$ cat src/rtl/regfile_writeback_pkg.sv
// Shared RISC-V types for the writeback slice.
//   XLEN / REG_ADDR_W : datapath and register-address widths
//   wb_entry_t        : one pending register-file write {rd, data}
//   wb_src_e          : which source won arbitration this cycle
//   writes_reg()      : false for x0, whose writes are dropped
package riscv_pkg;

  localparam int unsigned XLEN       = 32;
  localparam int unsigned REG_ADDR_W = 5;

  typedef logic [XLEN-1:0]       xlen_t;
  typedef logic [REG_ADDR_W-1:0] reg_addr_t;

  typedef struct packed {
    reg_addr_t rd;
    xlen_t     data;
  } wb_entry_t;

  typedef enum logic [1:0] {
    SRC_NONE = 2'd0,
    SRC_MEM  = 2'd1,
    SRC_ALU  = 2'd2
  } wb_src_e;

  function automatic logic writes_reg(input reg_addr_t rd);
    return rd != '0;
  endfunction

endpackage

$ cat src/rtl/regfile_writeback_if.sv
// Bundle of the writeback block's handshake, register-file write port and
// forwarding signals.
//   master : producer side (drives alu_*/mem_* requests, wr_stall, fwd_addr*)
//   slave  : regfile_writeback side
interface regfile_writeback_if;
  import riscv_pkg::*;

  logic      alu_valid;
  reg_addr_t alu_rd;
  xlen_t     alu_data;
  logic      alu_ready;

  logic      mem_valid;
  reg_addr_t mem_rd;
  xlen_t     mem_data;
  logic      mem_ready;

  logic      wr_stall;
  logic      wr_en;
  reg_addr_t wr_addr;
  xlen_t     wr_data;

  reg_addr_t fwd_addr1;
  reg_addr_t fwd_addr2;
  logic      fwd_hit1;
  logic      fwd_hit2;
  xlen_t     fwd_data1;
  xlen_t     fwd_data2;

  logic      busy;

  modport master (
    output alu_valid, alu_rd, alu_data, mem_valid, mem_rd, mem_data,
           wr_stall, fwd_addr1, fwd_addr2,
    input  alu_ready, mem_ready, wr_en, wr_addr, wr_data,
           fwd_hit1, fwd_hit2, fwd_data1, fwd_data2, busy
  );

  modport slave (
    input  alu_valid, alu_rd, alu_data, mem_valid, mem_rd, mem_data,
           wr_stall, fwd_addr1, fwd_addr2,
    output alu_ready, mem_ready, wr_en, wr_addr, wr_data,
           fwd_hit1, fwd_hit2, fwd_data1, fwd_data2, busy
  );

endinterface

$ cat src/rtl/regfile_writeback_fifo.sv
// wb_fifo: in-order queue of pending register-file writes.
//   clk, reset : clock, asynchronous active-high reset (empties the queue)
//   push       : enqueue push_entry (caller guarantees not full)
//   pop        : drop the head (caller guarantees not empty)
//   entries    : queue contents in age order, entries[0] = head (oldest)
//   count      : number of valid entries, 0..DEPTH
module wb_fifo
  import riscv_pkg::*;
#(
  parameter  int unsigned DEPTH = 4,
  localparam int unsigned PTR_W = $clog2(DEPTH),
  localparam int unsigned CNT_W = $clog2(DEPTH + 1)
) (
  input  logic             clk,
  input  logic             reset,
  input  logic             push,
  input  wb_entry_t        push_entry,
  input  logic             pop,
  output wb_entry_t        entries [DEPTH],
  output logic [CNT_W-1:0] count
);

  wb_entry_t        mem [DEPTH];
  logic [PTR_W-1:0] wr_ptr;
  logic [PTR_W-1:0] rd_ptr;
  logic [CNT_W-1:0] cnt_q;

  // DEPTH is a power of two, so pointer overflow is the modulo wrap.
  always_ff @(posedge clk or posedge reset) begin
    if (reset) begin
      wr_ptr <= '0;
      rd_ptr <= '0;
      cnt_q  <= '0;
    end else begin
      if (push) wr_ptr <= wr_ptr + 1'b1;
      if (pop)  rd_ptr <= rd_ptr + 1'b1;
      if (push && !pop)      cnt_q <= cnt_q + 1'b1;
      else if (pop && !push) cnt_q <= cnt_q - 1'b1;
    end
  end

  // Storage needs no reset: count gates every use of it.
  always_ff @(posedge clk) begin
    if (push) mem[wr_ptr] <= push_entry;
  end

  // Rotate so consumers see age order without knowing the pointers.
  always_comb begin
    for (int unsigned k = 0; k < DEPTH; k++) begin
      entries[k] = mem[rd_ptr + PTR_W'(k)];
    end
  end

  assign count = cnt_q;

endmodule

$ cat src/rtl/regfile_writeback.sv
// regfile_writeback: merges ALU and load results into a single register-file
// write port through a DEPTH-entry in-order queue, with optional bypass of
// pending writes to readers.
//   clk   : sole clock, rising edge
//   reset : asynchronous active-high; empties the queue at once
//   wb    : regfile_writeback_if.slave
//           alu_* / mem_* valid-ready sources (mem has priority),
//           wr_stall / wr_en / wr_addr / wr_data register-file write port,
//           fwd_addr* / fwd_hit* / fwd_data* bypass, busy = queue non-empty
// Build option: define REGFILE_WB_FORWARD_EN to build the bypass logic;
// otherwise fwd_hit*/fwd_data* are tied to 0.
module regfile_writeback
  import riscv_pkg::*;
#(
  parameter int unsigned DEPTH = 4
) (
  input logic              clk,
  input logic              reset,
  regfile_writeback_if.slave wb
);

  localparam int unsigned CNT_W = $clog2(DEPTH + 1);

  wb_entry_t        entries [DEPTH];
  logic [CNT_W-1:0] count;
  logic             empty;
  logic             full;
  wb_src_e          src;
  wb_entry_t        push_entry;
  logic             push;
  logic             pop;

  wb_fifo #(
    .DEPTH (DEPTH)
  ) u_fifo (
    .clk        (clk),
    .reset      (reset),
    .push       (push),
    .push_entry (push_entry),
    .pop        (pop),
    .entries    (entries),
    .count      (count)
  );

  assign empty = (count == '0);
  assign full  = (count == CNT_W'(DEPTH));

  // Ready comes from the pre-pop count, so a full queue refuses input even
  // on the edge where it drains one entry.
  assign wb.mem_ready = !reset && !full;
  assign wb.alu_ready = !reset && !full && !wb.mem_valid;

  always_comb begin
    src        = SRC_NONE;
    push_entry = '0;
    if (wb.mem_valid && wb.mem_ready) begin
      src        = SRC_MEM;
      push_entry = '{rd: wb.mem_rd, data: wb.mem_data};
    end else if (wb.alu_valid && wb.alu_ready) begin
      src        = SRC_ALU;
      push_entry = '{rd: wb.alu_rd, data: wb.alu_data};
    end
  end

  // x0 transfers complete the handshake but are never queued.
  assign push = (src != SRC_NONE) && writes_reg(push_entry.rd);
  assign pop  = !empty && !wb.wr_stall;

  always_comb begin
    wb.wr_en   = pop;
    wb.wr_addr = '0;
    wb.wr_data = '0;
    if (pop) begin
      wb.wr_addr = entries[0].rd;
      wb.wr_data = entries[0].data;
    end
  end

  assign wb.busy = !empty;

`ifdef REGFILE_WB_FORWARD_EN
  // Scan oldest to youngest; later matches overwrite, leaving the youngest.
  always_comb begin
    wb.fwd_hit1  = 1'b0;
    wb.fwd_hit2  = 1'b0;
    wb.fwd_data1 = '0;
    wb.fwd_data2 = '0;
    for (int unsigned k = 0; k < DEPTH; k++) begin
      if (CNT_W'(k) < count) begin
        if (writes_reg(wb.fwd_addr1) && entries[k].rd == wb.fwd_addr1) begin
          wb.fwd_hit1  = 1'b1;
          wb.fwd_data1 = entries[k].data;
        end
        if (writes_reg(wb.fwd_addr2) && entries[k].rd == wb.fwd_addr2) begin
          wb.fwd_hit2  = 1'b1;
          wb.fwd_data2 = entries[k].data;
        end
      end
    end
  end
`else
  assign wb.fwd_hit1  = 1'b0;
  assign wb.fwd_hit2  = 1'b0;
  assign wb.fwd_data1 = '0;
  assign wb.fwd_data2 = '0;
`endif

endmodule

$ cat src/flat_wrapper.sv
// flat-port wrapper written by rule: the top's interface ports become plain ports
module regfile_writeback_flat import riscv_pkg::*;
#(
  parameter int unsigned DEPTH = 4
)
  (clk, reset, wb_alu_valid, wb_alu_rd, wb_alu_data, wb_mem_valid, wb_mem_rd, wb_mem_data, wb_wr_stall, wb_fwd_addr1, wb_fwd_addr2, wb_alu_ready, wb_mem_ready, wb_wr_en, wb_wr_addr, wb_wr_data, wb_fwd_hit1, wb_fwd_hit2, wb_fwd_data1, wb_fwd_data2, wb_busy);
  regfile_writeback_if wb_i ();
  input logic clk;
  input logic reset;
  input wire logic [$bits(wb_i.alu_valid)-1:0] wb_alu_valid;
  input wire logic [$bits(wb_i.alu_rd)-1:0] wb_alu_rd;
  input wire logic [$bits(wb_i.alu_data)-1:0] wb_alu_data;
  input wire logic [$bits(wb_i.mem_valid)-1:0] wb_mem_valid;
  input wire logic [$bits(wb_i.mem_rd)-1:0] wb_mem_rd;
  input wire logic [$bits(wb_i.mem_data)-1:0] wb_mem_data;
  input wire logic [$bits(wb_i.wr_stall)-1:0] wb_wr_stall;
  input wire logic [$bits(wb_i.fwd_addr1)-1:0] wb_fwd_addr1;
  input wire logic [$bits(wb_i.fwd_addr2)-1:0] wb_fwd_addr2;
  output wire logic [$bits(wb_i.alu_ready)-1:0] wb_alu_ready;
  output wire logic [$bits(wb_i.mem_ready)-1:0] wb_mem_ready;
  output wire logic [$bits(wb_i.wr_en)-1:0] wb_wr_en;
  output wire logic [$bits(wb_i.wr_addr)-1:0] wb_wr_addr;
  output wire logic [$bits(wb_i.wr_data)-1:0] wb_wr_data;
  output wire logic [$bits(wb_i.fwd_hit1)-1:0] wb_fwd_hit1;
  output wire logic [$bits(wb_i.fwd_hit2)-1:0] wb_fwd_hit2;
  output wire logic [$bits(wb_i.fwd_data1)-1:0] wb_fwd_data1;
  output wire logic [$bits(wb_i.fwd_data2)-1:0] wb_fwd_data2;
  output wire logic [$bits(wb_i.busy)-1:0] wb_busy;
  assign wb_i.alu_valid = wb_alu_valid;
  assign wb_i.alu_rd = wb_alu_rd;
  assign wb_i.alu_data = wb_alu_data;
  assign wb_i.mem_valid = wb_mem_valid;
  assign wb_i.mem_rd = wb_mem_rd;
  assign wb_i.mem_data = wb_mem_data;
  assign wb_i.wr_stall = wb_wr_stall;
  assign wb_i.fwd_addr1 = wb_fwd_addr1;
  assign wb_i.fwd_addr2 = wb_fwd_addr2;
  assign wb_alu_ready = wb_i.alu_ready;
  assign wb_mem_ready = wb_i.mem_ready;
  assign wb_wr_en = wb_i.wr_en;
  assign wb_wr_addr = wb_i.wr_addr;
  assign wb_wr_data = wb_i.wr_data;
  assign wb_fwd_hit1 = wb_i.fwd_hit1;
  assign wb_fwd_hit2 = wb_i.fwd_hit2;
  assign wb_fwd_data1 = wb_i.fwd_data1;
  assign wb_fwd_data2 = wb_i.fwd_data2;
  assign wb_busy = wb_i.busy;
  regfile_writeback #(.DEPTH(DEPTH)) u_core (.clk(clk), .reset(reset), .wb(wb_i));
endmodule
$ cat config.mk
export PLATFORM = sky130hd
export DESIGN_NAME = regfile_writeback_flat
export DESIGN_NICKNAME = d
export VERILOG_FILES = /design/src/rtl/regfile_writeback_pkg.sv /design/src/rtl/regfile_writeback_if.sv /design/src/rtl/regfile_writeback_fifo.sv /design/src/rtl/regfile_writeback.sv /design/src/flat_wrapper.sv
export SDC_FILE = /design/constraint.sdc
export NUM_CORES = 1
export LEC_CHECK = 0
export ABC_CLOCK_PERIOD_IN_PS = 3500
export CAP_MARGIN = 20
export CELL_PAD_IN_SITES_DETAIL_PLACEMENT = 1
export CELL_PAD_IN_SITES_GLOBAL_PLACEMENT = 1
export CORE_MARGIN = 2
export CORE_UTILIZATION = 40
export DETAILED_ROUTE_END_ITERATION = 12
export GPL_ROUTABILITY_DRIVEN = 0
export HOLD_SLACK_MARGIN = 0.06
export PLACE_DENSITY_LB_ADDON = 0.1
export SLEW_MARGIN = 20
export SYNTH_ARGS = -nofsm -noshare
export SYNTH_HDL_FRONTEND = slang
export SYNTH_SLANG_ARGS = --single-unit
$ cat constraint.sdc
create_clock -name clk -period 3.5 [get_ports clk]
set_clock_uncertainty 0.05 [all_clocks]
set_input_delay 0.7 -clock clk [delete_from_list [all_inputs] [get_ports clk]]
set_output_delay 0.7 -clock clk [all_outputs]
set_load 0.05 [all_outputs]
== Word-level counts from Yosys, hierarchy flattened ==
Memories as Yosys holds them, arrays and structs flattened.
Cells that the tools add are included.

* Flip-flop bits (word level): 7
* Bits in writable memories: 148
* Input port bits: 89
* Word-level logic and storage cells: 38
* Memories kept: 1

* Add/subtract/negate cells: 4
* Equal/unequal tests: 1
* Muxes and demuxes: 10
* Reduce and logical (&&, ||, !) cells: 19

{| class="wikitable"
|+ Memory list
! memory !! depth !! width !! read ports !! clocked after memory_dff !! write ports !! RTL line !! text
|-
| u_core.u_fifo.mem || 4 || 37 || 1 || 0 || 1 || regfile_writeback_fifo.sv:23 || <nowiki>wb_entry_t mem [DEPTH];</nowiki>
|}

{| class="wikitable"
|+ Operator list
! operator !! number
|-
| $mux W37 || 2
|-
| $mux W32 || 1
|-
| $logic_and A1 B1 Y1 || 8
|-
| $logic_not A1 Y1 || 7
|-
| $mux W3 || 2
|-
| $mux W5 || 1
|-
| $reduce_bool A5 Y1 || 1
|-
| $add A2 B1 Y2 const B || 2
|-
| $mux W2 || 2
|-
| $reduce_bool A2 Y1 || 2
|-
| $add A3 B1 Y3 const B || 1
|-
| $eq A3 B3 Y1 const B || 1
|-
| $logic_not A3 Y1 || 1
|-
| $sub A3 B1 Y3 const B || 1
|-
| $mux W1 || 2
|}

== Longest topological paths before layout ==
* Depth in word-level cells: 13
* Gate-level depth with buffers: 9

== Hierarchy ==
From an unflattened synthesis, not the netlist that was laid out.

* Cell total of the unflattened synthesis: 534
* Area, all modules: 9688.0 um^2

{| class="wikitable"
|+ Modules (own cells, without submodules)
! module !! times used !! cells an instance !! area an instance (um^2) !! sequential area each (um^2)
|-
| wb_fifo || 1 || 363 || 8459.4 || 4619.4
|-
| regfile_writeback || 1 || 171 || 1228.7 || 0.0
|}

== Worst setup path after synthesis ==
No wires, ideal clock.

* Path kind: register to output
* Start: register u_core.u_fifo.cnt_q[0] (netlist: u_core.u_fifo.count[0])
* End: output port wb_wr_data[22]
* Arrival: 2.211 ns
* Slack: 0.539 ns
* Stages on the path, launching flop included: 6
* Buffers on the path: 1
* Path through: dfrtp_1 or3_1 nand2b_2 inv_2 clkbuf_1 and2_1

* Longest elaborated chain between the ends: 4

{| class="wikitable"
|+ Ends and longest elaborated chain
! item !! RTL line !! text
|-
| start: declaration || regfile_writeback_fifo.sv:26 || <nowiki>logic [CNT_W-1:0] cnt_q;</nowiki>
|-
| start signal: assignment || regfile_writeback_fifo.sv:37 || <nowiki>if (push && !pop) cnt_q <= cnt_q + 1'b1;</nowiki>
|-
| start signal: assignment || regfile_writeback_fifo.sv:38 || <nowiki>else if (pop && !push) cnt_q <= cnt_q - 1'b1;</nowiki>
|-
| $logic_not A3 Y1 || regfile_writeback.sv:45 || <nowiki>assign empty = (count == '0);</nowiki>
|-
| $logic_not A1 Y1 || n/a ||
|-
| named net wb_busy || flat_wrapper.sv:28 || <nowiki>output wire logic [$bits(wb_i.busy)-1:0] wb_busy;</nowiki>
|-
| $logic_and A1 B1 Y1 || regfile_writeback.sv:67 || <nowiki>assign pop = !empty && !wb.wr_stall;</nowiki>
|-
| named net wb_wr_en || flat_wrapper.sv:21 || <nowiki>output wire logic [$bits(wb_i.wr_en)-1:0] wb_wr_en;</nowiki>
|-
| $mux W32 || regfile_writeback.sv:73 || <nowiki>if (pop) begin</nowiki>
|-
| end: declaration || flat_wrapper.sv:23 || <nowiki>output wire logic [$bits(wb_i.wr_data)-1:0] wb_wr_data;</nowiki>
|}

The timed path passes the listed nets, and every way through them passes these cells.

== Worst setup path after layout ==
* Start: input port reset
* End: output port wb_alu_ready

* Longest elaborated chain between the ends: 3

{| class="wikitable"
|+ Ends and longest elaborated chain
! item !! RTL line !! text
|-
| start: declaration || flat_wrapper.sv:9 || <nowiki>input logic reset;</nowiki>
|-
| $logic_not A1 Y1 || regfile_writeback.sv:51 || <nowiki>assign wb.alu_ready = !reset && !full && !wb.mem_valid;</nowiki>
|-
| $logic_and A1 B1 Y1 (2 in series) || regfile_writeback.sv:51 ||
|-
| end: declaration || flat_wrapper.sv:19 || <nowiki>output wire logic [$bits(wb_i.alu_ready)-1:0] wb_alu_ready;</nowiki>
|}

Every way passes these cells.

==> impl_metrics.toml <==
[setup_path]
required_ns = 2.75
critPathMaxFanout = 6
cp_common_cell = "clkdlybuf4s50_1"
crit_path_cell_trace = "clkdlybuf4s50_1 > nor3_1 > clkdlybuf4s50_1"
end_kind = "output port"
crit_family = "buffers and inverters"
critPathMaxStageDelay_ns = 0.84
arrival_ns = 2.38
crit_type = "primary input to output port"
crit_buf_inv = 2
slowest_stage = "clkdlybuf4s50_1"
startpoint_type = "primary input"

[route]
wl_met1_um = 6146
avgViaCountPerCell = 4.846
first_pass_iters = 4
wirelength_um = 14470
ant_nets = 0
highest_layer = "met4"
drtIter0Drc = 184
drc = 0
wl_met2_um = 7399
vias = 3707
wl_met3_um = 715
wire_per_inst_um = 18.91

[pwr]
ir_drop_mv = 0.4263
p_sw_uw = 2535
internal_power_uw = 5032
leakage_uw = 0.003342
power_frac_seq_pct = 33.6
power.density_nw_per_um2 = 820.7
switching_share_pct = 33.50
pwr-share-comb_pct = 41.1
p_clk_share_pct = 25.3

[cts]
clk_path_buf_depth = 2
cts_hold_buf = 0
clock-sinks = 155
tritoncts = "done"
cts-buffers-inserted = 17
ctsResizeCount = 0
cts_setup_buffers = 0
clk_pin_slew_ns = 0.06
clockRootBuffer = "clkbuf_16"
worstSkewPairLatency_ns = 0.42
htreeDepth = 4

[timing]
finalHoldViolations = 0
worst_pin_slew_ns = 0.5744
rsz0062_at_grt = "no"
slew_viol_final = 0
setup_viol = 0
maxSlewHeadroom_pct = 61.71
fin_tns_setup_ns = 0
finalCritPeriodShare_pct = 89.37
post-route-min-period_ns = 3.128
fmax_mhz = 319.7
whs_ns = 0.4437

[yosys]
synth_top_area_share_pct = 64.09
synthTopCellsByCount = "edfxtp_1 (148), buf_4 (67), and2_1 (41)"
yosysSeqAreaShare_pct = 66.62
synth.distinct_cells = 27
synth_enable_flop_cells = 148
async_reset_ff_share_pct = 4.516
synthMostInstantiatedCell = "edfxtp_1"
synthTopCellsByArea = "edfxtp_1 (64%), mux4_2 (12%), buf_4 (7.3%)"
synth_area_per_cell_um2 = 17.60
synth_top_area_cell = "edfxtp_1"
synthCells = 394
synth_warnings = 0
ys_seq_elements = 155
dominantRegCellSynth = "edfxtp_1"
syn_area_um2 = 6934

[grt]
grt_max_degree = 37
grt-ovfl-total = 0
antenna_found_initial = 0
grt_pass1_wl_um = 21780
grt_pass1_vias = 3883
grt_usage_pct = 16.43

[floorplan]
start_util_pct = 40.51
coreArea_um2 = 17120
fp.dieH_um = 135.7
dieArea_um2 = 18410
die_width_um = 135.7
num_rows = 48
io_pins = 196

[place]
port_buffers = 119
dpl.hpwl_um = 9434

[cells_and_area]
areaGrowthSynthToFinish_pct = 32.97
insertedDiodeCount = 0
ff_latch_area_um2 = 4622
drive_gt1_share_pct = 24.81
multi_input_area_um2 = 1968
nFillCells = 1631
fin_nets = 622

[flow_run]
cap_violations = 0

[min_path]
min_path_type = "flop to flop"

[outcome]
outcome = "completed"
-- layout by cell type, fill, tap and decap left out, types with 3 or more instances in the layout --
cell type,instances
nor2_1,5
dfrtp_1,5
mux4_2,37
clkdlybuf4s50_1,81
nand2_1,4
ha_1,5
buf_4,13
and2_2,4
nor3_1,4
a22o_1,36
inv_6,3
and2_1,37
edfxtp_1,148
clkinv_2,4
inv_1,4
bufinv_16,4
clkbuf_16,17
xnor2_1,4
buf_12,40
conb_1,66
-- power by group through the flow --
| stage | clock network (uW) | logic [uW] | registers [uW] |
|---|---|---|---|
| 2_1_floorplan | 0 | 1980 | 2500 |
| 3_3_place_gp | 0 | 3130 | 2560 |
| 3_5_place_dp | 0 | 3160 | 2590 |
| 4_1_cts | 1960 | 3170 | 2550 |
| 5_1_grt | 2020 | 3290 | 2570 |
| 6_report | 1920 | 3110 | 2540 |
-- kinds of logic after synthesis --
group | Yosys count | share of synthesized area [%]
buffers and inverters | 90 | 8.679
DFF | 155 | 66.62
and+or+nand+nor | 59 | 5.485
other | 1 | 0.05408
muxes | 39 | 12.34
adders and majority gates | 6 | 1.191
AOI/OAI and AO/OA | 38 | 4.872
xor gates and xnor gates | 6 | 0.7578
-- final cells by class --
type                       count  area share (%)
clock buffer                  18           4.655
clock inverter                14           2.076
inverter                       5          0.2036
multi-input combinational    214           21.35
sequential                   155           50.13
tap                          225           3.053
timing repair buffer         134           18.54
-- metrics by stage --
step	util (%)	instance area (um^2)	setup slack, ns	instances	power, uW
after floorplan	-	7178	0.5389	459	4484
after global placement	50.24	8600	0.3914	733	5689
after detailed placement	50.24	8600	0.3343	733	5749
after CTS	53.87	9220	0.3551	765	7680
after global routing	53.87	9220	0.3105	765	7889
final	53.87	9220	0.3720	765	7567
-- per-layer routing --
layer	global-route usage [%]	vias to the layer above
met2	27.55	116
met5	0	-
li1	-	1660
met3	4.377	16
met1	20.55	1915
met4	6.076	0
-- worst paths after layout --
check | start | endpoint | slack (ns) | depth (start not counted)
min in group asynchronous | reset | u_core.u_fifo.rd_ptr[0] | 0.72 | 2
max | reset | wb_alu_ready | 0.37 | 3
min | u_core.u_fifo.count[2] | u_core.u_fifo.count[2] | 0.44 | 1
max reg2reg | u_core.u_fifo.count[0] | u_core.u_fifo.count[1] | 1.06 | 7
max in group asynchronous | reset | u_core.u_fifo.rd_ptr[1] | 2.44 | 2
min reg2reg | u_core.u_fifo.count[2] | u_core.u_fifo.count[2] | 0.44 | 1
-- state kept, by name, indices dropped and copies added (netlist names) --
register	cells
u_core.u_fifo.wr_ptr	2
u_core.u_fifo.count	3
u_core.u_fifo.rd_ptr	2
u_core.u_fifo.mem	148
Note: power is estimated with default switching activity, not from simulation.
